$ cat src/rtl/cv32e40s_glitch_sequencer.sv
// ---------------------------------------------------------------------------
// cv32e40s_glitch_sequencer
//
// Timed, multi-channel fault injector for lockstep fault campaigns.
// CHANNELS buses of WIDTH bits pass through a single register stage. Once
// armed and triggered, the block waits a programmed delay and then corrupts
// one selected channel. The corruption is masked and uses one of three modes
// (stuck-at, bit-flip or LFSR-random). It lasts a programmed number of cycles.
//
// Optional feature macro: GLITCH_SEQ_HIT_CNT_EN
//   When defined, hit_cnt_o counts completed (non-aborted) injections and
//   saturates at 16'hFFFF.
//
// Ports
//   clk          clock
//   rst          synchronous, active-high reset
//   arm_i        latch cfg_* and arm (accepted in IDLE only)
//   abort_i      cancel any sequence, back to IDLE next clock
//   cfg_mode_i   0 stuck, 1 flip, 2 random, 3 no-op
//   cfg_chan_i   target channel (values >= CHANNELS alter nothing)
//   cfg_mask_i   bits affected by the glitch
//   cfg_value_i  stuck-at value
//   cfg_delay_i  cycles from trigger to ACTIVE
//   cfg_dur_i    ACTIVE cycles (0 behaves as 1)
//   trig_i       start the delay (sampled in ARMED only)
//   sig_i        channel c = sig_i[c*WIDTH +: WIDTH]
//   sig_o        registered, possibly glitched, copy of sig_i
//   busy_o       state != IDLE
//   active_o     state == ACTIVE
//   done_o       one-cycle pulse after the last glitched output cycle
//   hit_cnt_o    completed injection count (GLITCH_SEQ_HIT_CNT_EN only)
// ---------------------------------------------------------------------------
module cv32e40s_glitch_sequencer #(
  parameter int unsigned WIDTH     = 32,
  parameter int unsigned CHANNELS  = 2,
  parameter int unsigned DELAY_W   = 16,
  parameter int unsigned DUR_W     = 8,
  parameter logic [31:0] LFSR_SEED = 32'hACE1_2024,
  localparam int unsigned CH_W     = (CHANNELS > 1) ? $clog2(CHANNELS) : 1
) (
  input  logic                      clk,
  input  logic                      rst,
  input  logic                      arm_i,
  input  logic                      abort_i,
  input  logic [1:0]                cfg_mode_i,
  input  logic [CH_W-1:0]           cfg_chan_i,
  input  logic [WIDTH-1:0]          cfg_mask_i,
  input  logic [WIDTH-1:0]          cfg_value_i,
  input  logic [DELAY_W-1:0]        cfg_delay_i,
  input  logic [DUR_W-1:0]          cfg_dur_i,
  input  logic                      trig_i,
  input  logic [CHANNELS*WIDTH-1:0] sig_i,
  output logic [CHANNELS*WIDTH-1:0] sig_o,
  output logic                      busy_o,
  output logic                      active_o,
  output logic                      done_o
`ifdef GLITCH_SEQ_HIT_CNT_EN
  ,
  output logic [15:0]               hit_cnt_o
`endif
);

  localparam logic [1:0] MODE_STUCK  = 2'd0;
  localparam logic [1:0] MODE_FLIP   = 2'd1;
  localparam logic [1:0] MODE_RANDOM = 2'd2;

  // Galois feedback mask for x^32 + x^22 + x^2 + x + 1 (right-shifting form).
  localparam logic [31:0] LFSR_TAPS = 32'h8020_0003;

  // An all-zero seed would lock the LFSR at zero forever.
  generate
    if (LFSR_SEED == 32'd0) begin : g_bad_seed
      $error("cv32e40s_glitch_sequencer: LFSR_SEED must be nonzero");
    end
  endgenerate

  typedef enum logic [2:0] {
    ST_IDLE,
    ST_ARMED,
    ST_WAIT,
    ST_ACTIVE,
    ST_DONE
  } state_t;

  state_t                      state_reg;
  logic [DELAY_W-1:0]          cnt_reg;
  logic [DUR_W-1:0]            dur_cnt_reg;
  logic [1:0]                  mode_reg;
  logic [CH_W-1:0]             chan_reg;
  logic [WIDTH-1:0]            mask_reg;
  logic [WIDTH-1:0]            value_reg;
  logic [DELAY_W-1:0]          delay_reg;
  logic [DUR_W-1:0]            dur_reg;
  logic                        done_reg;
  logic [31:0]                 lfsr_reg;
  logic [31:0]                 lfsr_next;
  logic [WIDTH-1:0]            rnd;
  logic [CHANNELS*WIDTH-1:0]   sig_reg;
  logic [CHANNELS*WIDTH-1:0]   sig_next;
  logic                        glitch_en;
`ifdef GLITCH_SEQ_HIT_CNT_EN
  logic [15:0]                 hit_cnt_reg;
`endif

  // -------------------------------------------------------------------------
  // Sequencer FSM. abort_i wins over every transition and also suppresses the
  // done pulse that a DONE-state cycle would otherwise produce.
  // -------------------------------------------------------------------------
  always_ff @(posedge clk) begin
    if (rst) begin
      state_reg   <= ST_IDLE;
      cnt_reg     <= '0;
      dur_cnt_reg <= '0;
      mode_reg    <= '0;
      chan_reg    <= '0;
      mask_reg    <= '0;
      value_reg   <= '0;
      delay_reg   <= '0;
      dur_reg     <= '0;
      done_reg    <= 1'b0;
`ifdef GLITCH_SEQ_HIT_CNT_EN
      hit_cnt_reg <= '0;
`endif
    end else if (abort_i) begin
      state_reg <= ST_IDLE;
      done_reg  <= 1'b0;
    end else begin
      done_reg <= 1'b0;
      case (state_reg)
        ST_IDLE: begin
          if (arm_i) begin
            mode_reg  <= cfg_mode_i;
            chan_reg  <= cfg_chan_i;
            mask_reg  <= cfg_mask_i;
            value_reg <= cfg_value_i;
            delay_reg <= cfg_delay_i;
            dur_reg   <= cfg_dur_i;
            state_reg <= ST_ARMED;
          end
        end
        ST_ARMED: begin
          if (trig_i) begin
            cnt_reg <= delay_reg;
            // Duration is loaded here so it is ready for both the direct
            // (zero-delay) path and the path through WAIT.
            dur_cnt_reg <= (dur_reg == '0) ? DUR_W'(1) : dur_reg;
            state_reg   <= (delay_reg != '0) ? ST_WAIT : ST_ACTIVE;
          end
        end
        ST_WAIT: begin
          // Exit at 1 rather than 0 so the WAIT phase lasts exactly delay
          // cycles and the counter never wraps.
          cnt_reg <= cnt_reg - DELAY_W'(1);
          if (cnt_reg == DELAY_W'(1)) begin
            state_reg <= ST_ACTIVE;
          end
        end
        ST_ACTIVE: begin
          dur_cnt_reg <= dur_cnt_reg - DUR_W'(1);
          if (dur_cnt_reg == DUR_W'(1)) begin
            state_reg <= ST_DONE;
          end
        end
        ST_DONE: begin
          // The pulse appears in the cycle after DONE, aligned with the cycle
          // after the last glitched sig_o value.
          done_reg  <= 1'b1;
          state_reg <= ST_IDLE;
`ifdef GLITCH_SEQ_HIT_CNT_EN
          if (hit_cnt_reg != 16'hFFFF) begin
            hit_cnt_reg <= hit_cnt_reg + 16'd1;
          end
`endif
        end
        default: state_reg <= ST_IDLE;
      endcase
    end
  end

  // -------------------------------------------------------------------------
  // Free-running LFSR, advancing every cycle regardless of FSM state.
  // -------------------------------------------------------------------------
  assign lfsr_next = {1'b0, lfsr_reg[31:1]} ^ ({32{lfsr_reg[0]}} & LFSR_TAPS);

  always_ff @(posedge clk) begin
    if (rst) begin
      lfsr_reg <= LFSR_SEED;
    end else begin
      lfsr_reg <= lfsr_next;
    end
  end

  // The random word is the LFSR repeated LSB-first across the channel width.
  genvar gi;
  generate
    for (gi = 0; gi < WIDTH; gi++) begin : g_rnd
      assign rnd[gi] = lfsr_reg[gi % 32];
    end
  endgenerate

  // -------------------------------------------------------------------------
  // Per-channel glitch datapath. An out-of-range channel select never equals
  // any channel index, so nothing is altered in that case.
  // -------------------------------------------------------------------------
  assign glitch_en = (state_reg == ST_ACTIVE) && !abort_i;

  generate
    for (gi = 0; gi < CHANNELS; gi++) begin : g_chan
      logic [WIDTH-1:0] x;
      logic [WIDTH-1:0] g;
      logic             hit;

      assign x   = sig_i[gi*WIDTH +: WIDTH];
      assign hit = glitch_en && (chan_reg == CH_W'(gi));

      always_comb begin
        g = x;
        case (mode_reg)
          MODE_STUCK:  g = (x & ~mask_reg) | (value_reg & mask_reg);
          MODE_FLIP:   g = x ^ mask_reg;
          MODE_RANDOM: g = (x & ~mask_reg) | (rnd & mask_reg);
          default:     g = x;
        endcase
      end

      assign sig_next[gi*WIDTH +: WIDTH] = hit ? g : x;
    end
  endgenerate

  always_ff @(posedge clk) begin
    if (rst) begin
      sig_reg <= '0;
    end else begin
      sig_reg <= sig_next;
    end
  end

  assign sig_o    = sig_reg;
  assign busy_o   = (state_reg != ST_IDLE);
  assign active_o = (state_reg == ST_ACTIVE);
  assign done_o   = done_reg;
`ifdef GLITCH_SEQ_HIT_CNT_EN
  assign hit_cnt_o = hit_cnt_reg;
`endif

endmodule

$ cat config.mk
export PLATFORM = sky130hd
export DESIGN_NAME = cv32e40s_glitch_sequencer
export DESIGN_NICKNAME = d
export VERILOG_FILES = /design/src/rtl/cv32e40s_glitch_sequencer.sv
export SDC_FILE = /design/constraint.sdc
export NUM_CORES = 1
export LEC_CHECK = 0
export BUFFER_PORTS_ARGS = -buffer_cell sky130_fd_sc_hd__buf_2
export CAP_MARGIN = 40
export CORE_MARGIN = 2
export CORE_UTILIZATION = 45
export DETAILED_ROUTE_END_ITERATION = 8
export PLACE_DENSITY_LB_ADDON = 0.15
export SKIP_LAST_GASP = 1
export SYNTH_ARGS = -nofsm -noshare
export SYNTH_HDL_FRONTEND = slang
export SYNTH_SLANG_ARGS = --single-unit
export TNS_END_PERCENT = 1
$ cat constraint.sdc
create_clock -name clk -period 3.6 [get_ports clk]
set_clock_uncertainty 0.2 [all_clocks]
set_input_delay 0.18 -clock clk [delete_from_list [all_inputs] [get_ports clk]]
set_output_delay 0.18 -clock clk [all_outputs]
set_load 0.1 [all_outputs]
==> impl_results.md, run 1 <==
- Top post-synthesis cells by area: dfxtp_1 44%, nand2_1 7.8%, a21oi_1 7.6%
- Clock sinks: 215
- Tightest Pin Transition: 0.9302 ns
- Post-synth top flop: dfxtp_1
- Ys async rst share: 0
- Final setup viols: 0
- Final Wtd Congestion: just over 0.9
- First-pass GRT wire length: ~49000 um
- Post-synth EDFFs: 0
- MaxCap Viol Count: 0
- Comb power frac: 0.174
- Post-synth top area share: 0.4410
- Largest net degree at the start of global routing: approximately 210
- Die area: 22880 sq um
- Crit path required time: between 3 and 4 ns
- Die W: about 150 um
- Hold Crit Depth: 4
- Initial DRT Pass Iterations: 5
- Unique cell type count in the Yosys netlist: between 50 and 60
- Final core occ: 0.6332
- Relative slew slack: 0.3799
- Crit share post-route: 0.7841
- Switch share: 0.2859
- Synth cell count leaders: 215 x dfxtp_1, 202 x nand2_1, 148 x a21oi_1
- Clock root buffer: clkbuf_16
- PostCTS Resize Cnt: 0
- Final Hold Fails: 0
- Clock latency on the worst-skew pair: ~0.51 ns
- Reg area: roughly 4300 sq um
- Routed vias/inst: 5.478
- Final Max Tran Viols: 0
- Power per standard cell area: approximately 450 nW/um^2
- Bufs on Longest Clock Path: 3
- Flop and latch count out of synthesis: around 220
- Share of cells above drive strength 1: 0.1948
- Hpwl dp: about 19000 um
- Fmax: between 300 and 400 MHz
- Wire length per cell: between 15 and 20 um
- Syn Inst Count: roughly 1200
- CP startpoint kind: register
- LEAKAGE: 5.436 nW
- Crit Path Class: register to primary output
- CTS tree: done
- Worst EP arrival: 2.44 ns
- Multi-input gate area: 5057 sq um
- Minimum clock period: between 2 and 3 ns
- Grt total ovfl: 0
- Synth warnings: 0
- Crit-path max FO: 22
- Switch Pwr: 1.712 mW
- Routed Antenna Nets: 0
- Internal portion of total power: 4.276 mW
- Total Wirelength: about 31000 um
- I/O Pins: about 230
- Die Ht: ~150 um
- Place WS: between 0.8 and 0.9 ns
- IO buf count: about 230
- Status: finished, final reports clean
- Unrepaired setup endpoints after global routing: false
- Seq/Total Area, Yosys: 0.4410
- Total GRT Usage: 0.2641
- Setup TNS: 0 ns
- VDD IR max: between 0.0002 and 0.0003 V
- Mean area per synthesized cell: between 7 and 8 sq um
- Clk pwr share: 0.393
- Remaining DRCs: 0
- Worst min-delay path category: input port to register
- Most common cell in the netlist: dfxtp_1
- Max reg flops: 64
- Final setup margin: roughly 0.78 ns
- Placement Rows: 53
- Post-synth top area cell: dfxtp_1
- TritonCTS buffer count: 24
- Core Area: ~21000 sq um
- Vias in the first global route: 9788
- Clk pin slew, worst setup/hold paths: 0.06 ns
- Mapped Area: just under 10000 sq um
- Crit path cell chain: nand3b_1, inv_1, buf_2
- Fill cells: approximately 1800
- Initial cell density of the core: 0.4613
- Sequential power share: 0.433
- R2R depth: 6
- Worst setup EP type: primary output
- Slowest stage delay, CP: between 0.7 and 0.8 ns
- Net count of the mapped netlist: between 1000 and 1500
- Initial antenna violation count: 2
- Final layout net count: roughly 1700
- Area growth syn-to-layout: 37.26%
- Via count: 10240
- Htree depth: 1
- Critical-path top delay cell: dfxtp_1
- DRT iter0 DRCs: 722
[per-layer routing]
| layer | global-route usage | routed length [um] | part of all wire |
|---|---|---|---|
| met4 | 0.1061 | 1126 | 0.036 |
| met5 | 0 | 0 | 0 |
| met2 | 0.4303 | 14200 | 0.46 |
| met1 | 0.3489 | 13790 | 0.44 |
| met3 | 0.04337 | 1920 | 0.062 |
[what timing repair did]
| action | 4_1_cts | 5_1_grt |
|---|---|---|
| buffers inserted | 0 | 0 |
| hold endpoints to repair | 162 | 0 |
| hold buffers | 157 | 0 |
[layout by cell type (no fill, tap or decap), types with 3 or more instances in the layout]
cell	Yosys	routed
ha_1	4	4
diode_2	0	3
clkbuf_8	0	7
and3_1	4	4
and2_1	66	66
inv_1	9	9
a21o_1	6	6
nand4_1	7	7
buf_4	0	18
a31oi_1	40	40
a22oi_1	64	64
or3_1	3	3
clkbuf_16	0	25
nor4_1	10	10
o21ai_0	113	113
xnor2_1	3	3
o211ai_1	3	3
nand2_1	202	202
a2111oi_0	3	3
o221a_2	3	3
dfxtp_1	215	212
a21oi_1	148	148
buf_2	31	225
nor3_1	102	102
a41oi_1	3	3
nor2b_1	54	53
nor3b_1	5	4
nand3_1	9	8
or2_2	10	10
clkbuf_1	62	7
dlygate4sd3_1	0	157
nor2_1	20	20
or4_1	4	4
nand3b_1	3	3
o21a_1	3	3
[path summary, 6_finish.rpt]
| kind | slack [ns] | end | startpoint |
|---|---|---|---|
| min reg2reg | 0.25 | lfsr_reg[13] | lfsr_reg[14] |
| max reg2reg | 0.78 | sig_o[48] | state_reg[1] |
| max | 0.78 | active_o | state_reg[1] |
| min | 0.03 | cnt_reg[15] | trig_i |
[critical path: cells and delay by family (launching register included)]
kind          cells  cell delay (ns)
buf+inv           2             0.81
flops             1             0.73
simple gates      1             0.39
[stage by stage]
stage	total power, mW	hold slack [ns]	cells	instance area (sq um)
2_1_floorplan	3.275	0.05851	1243	9759
3_3_place_gp	3.535	0.2187	1667	11050
3_5_place_dp	3.539	0.2245	1668	11060
4_1_cts	6.020	0.002946	1866	13390
5_1_grt	6.205	0.05408	1868	13390
6_report	5.988	0.02632	1869	13400
[cells by family (layout without fill, tap and decap cells)]
kind of cell,Yosys count,in the layout,synth area share
and+or+nand+nor,512,512,0.2631
xor gates and xnor gates,4,4,0.003590
adders and majority gates,4,4,0.005128
other,0,3,0
DFF,215,215,0.4410
buffers and inverters,105,453,0.04436
muxes,3,3,0.003205
AOI/OAI and AO/OA,400,400,0.2396
[area by class of cell]
cell class | instances | share of cell area
clock inverter | 2 | 0.0007472
sequential | 215 | 0.3218
inverter | 9 | 0.002522
antenna | 3 | 0.0005604
timing repair buffer | 403 | 0.2153
clock buffer | 39 | 0.05586
multi-input combinational | 923 | 0.3775
tap | 275 | 0.02569
[power by group through the flow]
stage | Clock, mW | Sequential [mW] | Combinational [mW]
after floorplan | 0 | 2.92 | 0.354
after global placement | 0 | 2.65 | 0.890
after detailed placement | 0 | 2.64 | 0.896
after CTS | 2.39 | 2.59 | 1.03
after global routing | 2.48 | 2.61 | 1.12
final | 2.35 | 2.59 | 1.04
Power figures use the tool's default switching activity.
==> run 2, diff against run 1 <==
==> constraint.sdc (replaced) <==
create_clock -name clk -period 2.64 [get_ports clk]
set_clock_uncertainty 0.2 [all_clocks]
set_input_delay 0.132 -clock clk [delete_from_list [all_inputs] [get_ports clk]]
set_output_delay 0.132 -clock clk [all_outputs]
set_load 0.1 [all_outputs]
==> impl_results.md, run 2 (synthesis results as in run 1) <==
- Status: finished, final reports clean
- Hpwl dp: 19210 um (+2.0%)
- Commonest non-fill, non-tap cell in the layout: buf_2
- Routed Antenna Nets: 0 (unchanged)
- Total GRT Usage: 0.2652 (+0.001099)
- Final std cells w/o fill: 1888 (+1.0%)
- Clock sinks: 215 (unchanged)
- Unrepaired setup endpoints after global routing: false
- Fill cells: 1846 (-0.16%)
- Bufs on Longest Clock Path: 3 (unchanged)
- Vias in the first global route: 9722 (-0.67%)
- Wire length per cell: 16.44 um (-0.98%)
- Power per standard cell area: 604.6 nW/um^2 (+35%)
- Fmax: slightly above 400 MHz
- Remaining DRCs: 0 (unchanged)
- Relative slew slack: 0.3968 (+0.01692)
- Share of cells above drive strength 1: 0.2041 (+0.009248)
- Tightest Pin Transition: 0.8954 ns (-0.03485 ns)
- Core Area: 21150 sq um (unchanged)
- Clock root buffer: clkbuf_16
- DRT iter0 DRCs: 684 (-5.3%)
- MaxCap Viol Count: 0 (unchanged)
- Die Ht: 151.3 um (unchanged)
- Initial cell density of the core: 0.4613 (unchanged)
- Crit share post-route: 0.9203
- Grt total ovfl: 0 (unchanged)
- Final Hold Fails: 0 (unchanged)
- Worst EP arrival: 2.10 ns (-0.34 ns)
- Htree depth: 1 (unchanged)
- IO buf count: 226 (unchanged)
- CTS tree: done
- Final Max Tran Viols: 0 (unchanged)
- Max reg flops: 64 (unchanged)
- Final setup viols: 0 (unchanged)
- Die area: 22880 sq um (unchanged)
- I/O Pins: 227 (unchanged)
- Final layout net count: 1761 (+1.2%)
- Largest net degree at the start of global routing: 128 (-38%)
- Crit-path max FO: 13 (-41%)
- Clk pin slew, worst setup/hold paths: 0.06 ns (about the same)
- Total Wirelength: 31050 um (about the same)
- Placed cell count: 1681 (+0.78%)
- Setup TNS: 0 ns (unchanged)
- Area growth syn-to-layout: 39.44%
- Clock latency on the worst-skew pair: 0.52 ns (about the same)
- Minimum clock period: 2.429 ns
- Die W: 151.3 um (unchanged)
- Initial DRT Pass Iterations: 5 (unchanged)
- Crit path required time: 2.31 ns (-0.91 ns)
- Initial antenna violation count: 1 (-1)
- Worst setup EP type: primary output
- Most frequent cells in the layout: 224 x buf_2, 211 x dfxtp_1, 202 x nand2_1, 160 x dlygate4sd3_1, 148 x a21oi_1
- TritonCTS buffer count: 25 (+4.2%)
- Final Wtd Congestion: 0.8866 (-4.0%)
- VDD IR max: 0.0003872 V (+40%)
- Crit Path Class: register to primary output
- Placement Rows: 53 (unchanged)
- Via count: 10380 (+1.4%)
- First-pass GRT wire length: 49040 um (+0.40%)
- Routed vias/inst: 5.497 (+0.34%)
- Flop-to-flop setup slack: 0.28 ns (-0.50 ns)
- CP startpoint kind: register
- Worst min-delay path category: input port to register
- LEAKAGE: 5.538 nW (+1.9%)
==> run 2: changes by cell type in the layout (fill, tap and decap cells not counted), moves of 2 or more <==
cell,delta
buf_12,+2
clkinv_2,-2
buf_4,+15
dlygate4sd3_1,+3
diode_2,-2
==> run 2: final cells by class <==
cell class                      instances  area (sq um)  share of cell area
Antenna cell                            1         2.502           0.0001839
Clock buffer                           40         752.0             0.05526
Clock inverter                          2         17.52            0.001287
Inverter                                9         33.78            0.002483
Multi-Input combinational cell        923          5074              0.3728
Sequential cell                       215          4312              0.3168
Tap cell                              275         344.1             0.02528
Timing Repair Buffer                  423          3073              0.2258
==> run 2: what timing repair did <==
item | in CTS | in global routing
setup endpoints to repair | 1 | 2
hold endpoints to repair | 168 | 0
buffers inserted | 0 | 4
hold buffers | 160 | 0
gates resized for setup | 1 | 5
==> run 2: path summary, 6_finish.rpt <==
check / from / to / cells after the start
worst max-delay path: state_reg[1] / active_o / 5
worst min-delay path: cfg_mask_i[23] / mask_reg[23] / 4
worst max register to register: state_reg[1] / state_reg[1] / 6
worst min register to register: lfsr_reg[17] / lfsr_reg[16] / 1
==> run 2: metrics by stage <==
stage                     utilization  cell area [sq um]  setup WS, ns  hold WS (ns)  total power [mW]
final                          0.6433              13610        0.2105        0.1887             8.228
after global routing           0.6432              13610       0.07507        0.2107             8.562
after CTS                      0.6407              13550       0.03080        0.1755             8.276
after detailed placement       0.5285              11180        0.3645        0.1782             4.839
after global placement         0.5282              11170        0.3831        0.1669             4.830
after floorplan                     -               9759        0.1668       0.01051             4.466
==> run 2: power breakdown <==
group	switching [mW]	leakage [nW]	internal, mW
clock	1.32	0.377	1.93
combinational	0.917	3.39	0.515
sequential	0.128	1.77	3.41
==> run 2: worst max-delay path: stages (launching register included) <==
cell and delay, ns:
dfxtp_2 0.40, buf_4 0.21, nand3b_1 0.24, buf_4 0.24, inv_1 0.21, buf_6 0.27
==> run 2: per-layer routing <==
metal | vias up | share of wire | GRT usage
met1 | 4765 | 0.43 | 0.3515
met5 | - | 0.00042 | 0
met4 | 2 | 0.033 | 0.09019
li1 | 5116 | - | -
met2 | 415 | 0.47 | 0.4416
met3 | 80 | 0.066 | 0.03946
==> run 3, diff against run 2 <==
==> constraint.sdc (replaced) <==
create_clock -name clk -period 2.64 [get_ports clk]
set_clock_uncertainty 0.2 [all_clocks]
set_input_delay 0.528 -clock clk [delete_from_list [all_inputs] [get_ports clk]]
set_output_delay 0.528 -clock clk [all_outputs]
set_load 0.1 [all_outputs]
==> impl_results.md, run 3 (synthesis results as in run 1) <==
- Multi-input gate area: 5057 sq um (-0.32%)
- Internal portion of total power: 5.642 mW (-3.7%)
- Die area: 22880 sq um (unchanged)
- Hold Crit Depth: 3 (-1)
- Fin area: 11990 sq um (-12%)
- Clock root buffer: clkbuf_16
- Die W: 151.3 um (unchanged)
- Wire length per cell: 16.77 um (+2.0%)
- DRT iter0 DRCs: 675 (-1.3%)
- Placed cell count: 1683 (+0.12%)
- Max reg flops: 64 (unchanged)
- CTS tree: done
- Remaining DRCs: 0 (unchanged)
- Worst reg2reg startpoint: state_reg[2]
- CP startpoint kind: register
- Final layout net count: 1599 (-9.2%)
- Hold_sp: cfg_mode_i[0]
- Reg area: 4310 sq um (about the same)
- Clock sinks: 215 (unchanged)
- Setup TNS: 0 ns (unchanged)
- Worst setup EP type: primary output
- Critical-path top delay cell: dfxtp_1
- Final core occ: 0.5667 (-0.07654)
- Clk pwr share: 0.399 (+0.003)
- Total GRT Usage: 0.2457 (-0.01951)
- Core Area: 21150 sq um (unchanged)
- Most frequent cells in the layout: 224 x buf_2, 212 x dfxtp_1, 202 x nand2_1, 148 x a21oi_1, 113 x o21ai_0
- Fill cells: 2022 (+9.5%)
- Final Max Tran Viols: 0 (unchanged)
- Place WS: 0.3969 ns (+0.03246 ns)
- CP Buf/Inv Count: 1 (-3)
- Comb power frac: 0.156 (-0.018)
- Clock latency on the worst-skew pair: 0.52 ns (about the same)
- Die Ht: 151.3 um (unchanged)
- Crit path required time: 1.91 ns (-0.40 ns)
- Bufs on Longest Clock Path: 3 (unchanged)
- Initial DRT Pass Iterations: 5 (unchanged)
- Final setup margin: 0.1625 ns (-0.04801 ns)
- Total Wirelength: 29010 um (-6.6%)
- First-pass GRT wire length: 45320 um (-7.6%)
- Grt total ovfl: 0 (unchanged)
- Hpwl dp: 19440 um (+1.2%)
- Clk pin slew, worst setup/hold paths: 0.06 ns (about the same)
- Largest net degree at the start of global routing: 83 (-35%)
- Final setup viols: 0 (unchanged)
- Initial antenna violation count: 6 (+5)
- Routed vias/inst: 5.619 (+2.2%)
- Crit path launch: state_reg[2]
- Crit Path Class: register to primary output
- CP delay by family, top: flip-flops
- Relative slew slack: 0.5646 (+0.1678)
- Tot Pwr: 7.946 mW (-3.4%)
- Tightest Pin Transition: 0.6531 ns (-0.2423 ns)
- Minimum clock period: 2.477 ns (+0.04801 ns)
- Via count: 9721 (-6.3%)
- Final Wtd Congestion: 0.8564 (-3.4%)
- Final std cells w/o fill: 1730 (-8.4%)
- MaxCap Viol Count: 0 (unchanged)
- Crit share post-route: 0.9384 (+0.01818)
- Slowest stage delay, CP: 0.54 ns (+0.14 ns)
- Area growth syn-to-layout: 22.85%
- Status: finished, final reports clean
- Hold WS: 0.03298 ns (-0.1557 ns)
- Placement Rows: 53 (unchanged)
- Critical Path Stages: 2 (-3)
- R2R depth: 5 (-1)
- Commonest non-fill, non-tap cell in the layout: buf_2
- Sequential power share: 0.445 (+0.015)
- Dpl cell area: 11210 sq um (+0.27%)
- Vias in the first global route: 8939 (-8.1%)
- Crit-path max FO: 10 (-3)
- IO buf count: 226 (unchanged)
- Initial cell density of the core: 0.4613 (unchanged)
- Worst EP arrival: 1.75 ns (-0.35 ns)
- Switch Pwr: 2.304 mW (-2.6%)
- I/O Pins: 227 (unchanged)
- Power per standard cell area: 662.8 nW/um^2 (+9.6%)
- Crit path cell chain: or3_1, buf_2
- Unrepaired setup endpoints after global routing: false
- Share of cells above drive strength 1: 0.2274 (+0.02334)
- Final Hold Fails: 0 (unchanged)
- Switch share: 0.2900 (+0.002371)
- LEAKAGE: 4.863 nW (-12%)
- Fmax: 403.6 MHz (-1.9%)
- Htree depth: 1 (unchanged)
- VDD IR max: 0.0004837 V (+25%)
- TritonCTS buffer count: 24 (-4.0%)
- Worst min-delay path category: input port to register
- Routed Antenna Nets: 0 (unchanged)
run 3: path summary, 6_finish.rpt:
path / end / slack [ns]
hold reg to reg: lfsr_reg[16] / 0.24
setup / recovery: busy_o / 0.16
setup reg to reg: value_reg[17] / 0.43
hold / removal: mode_reg[0] / 0.03
run 3: what timing repair did:
action,CTS,global route
endpoints found under the setup margin,1,0
hold endpoints to repair,0,0
gates resized for setup,1,0
hold buffers,0,0
buffers inserted,1,0
run 3: layout make-up:
type,count,area share
multi-input combinational,923,0.4218
sequential,215,0.3595
timing repair buffer,262,0.1228
clock buffer,36,0.05970
tap,275,0.02870
clock inverter,6,0.003757
inverter,9,0.002818
antenna,4,0.0008349
run 3: tightest hold or removal path, stage by stage:
cell and delay, ns:
buf_2 0.10, nand2_1 0.04, a21oi_1 0.05
run 3: per-layer routing:
layer  vias to the layer above  wire, um  share of wire  track usage
met5                         -        13        0.00045     0.002273
li1                       4807         -              -            -
met1                      4525     12930           0.45       0.3358
met2                       330     13120           0.45       0.3882
met4                         2       862          0.030      0.08318
met3                        57      2083          0.072      0.04789
run 3: power groups by stage:
stage	combinational [mW]	sequential, mW	clock (mW)
6_report	1.24	3.54	3.17
5_1_grt	1.34	3.56	3.37
4_1_cts	1.24	3.54	3.25
3_5_place_dp	1.24	3.61	0
3_3_place_gp	1.23	3.61	0
2_1_floorplan	0.483	3.98	0
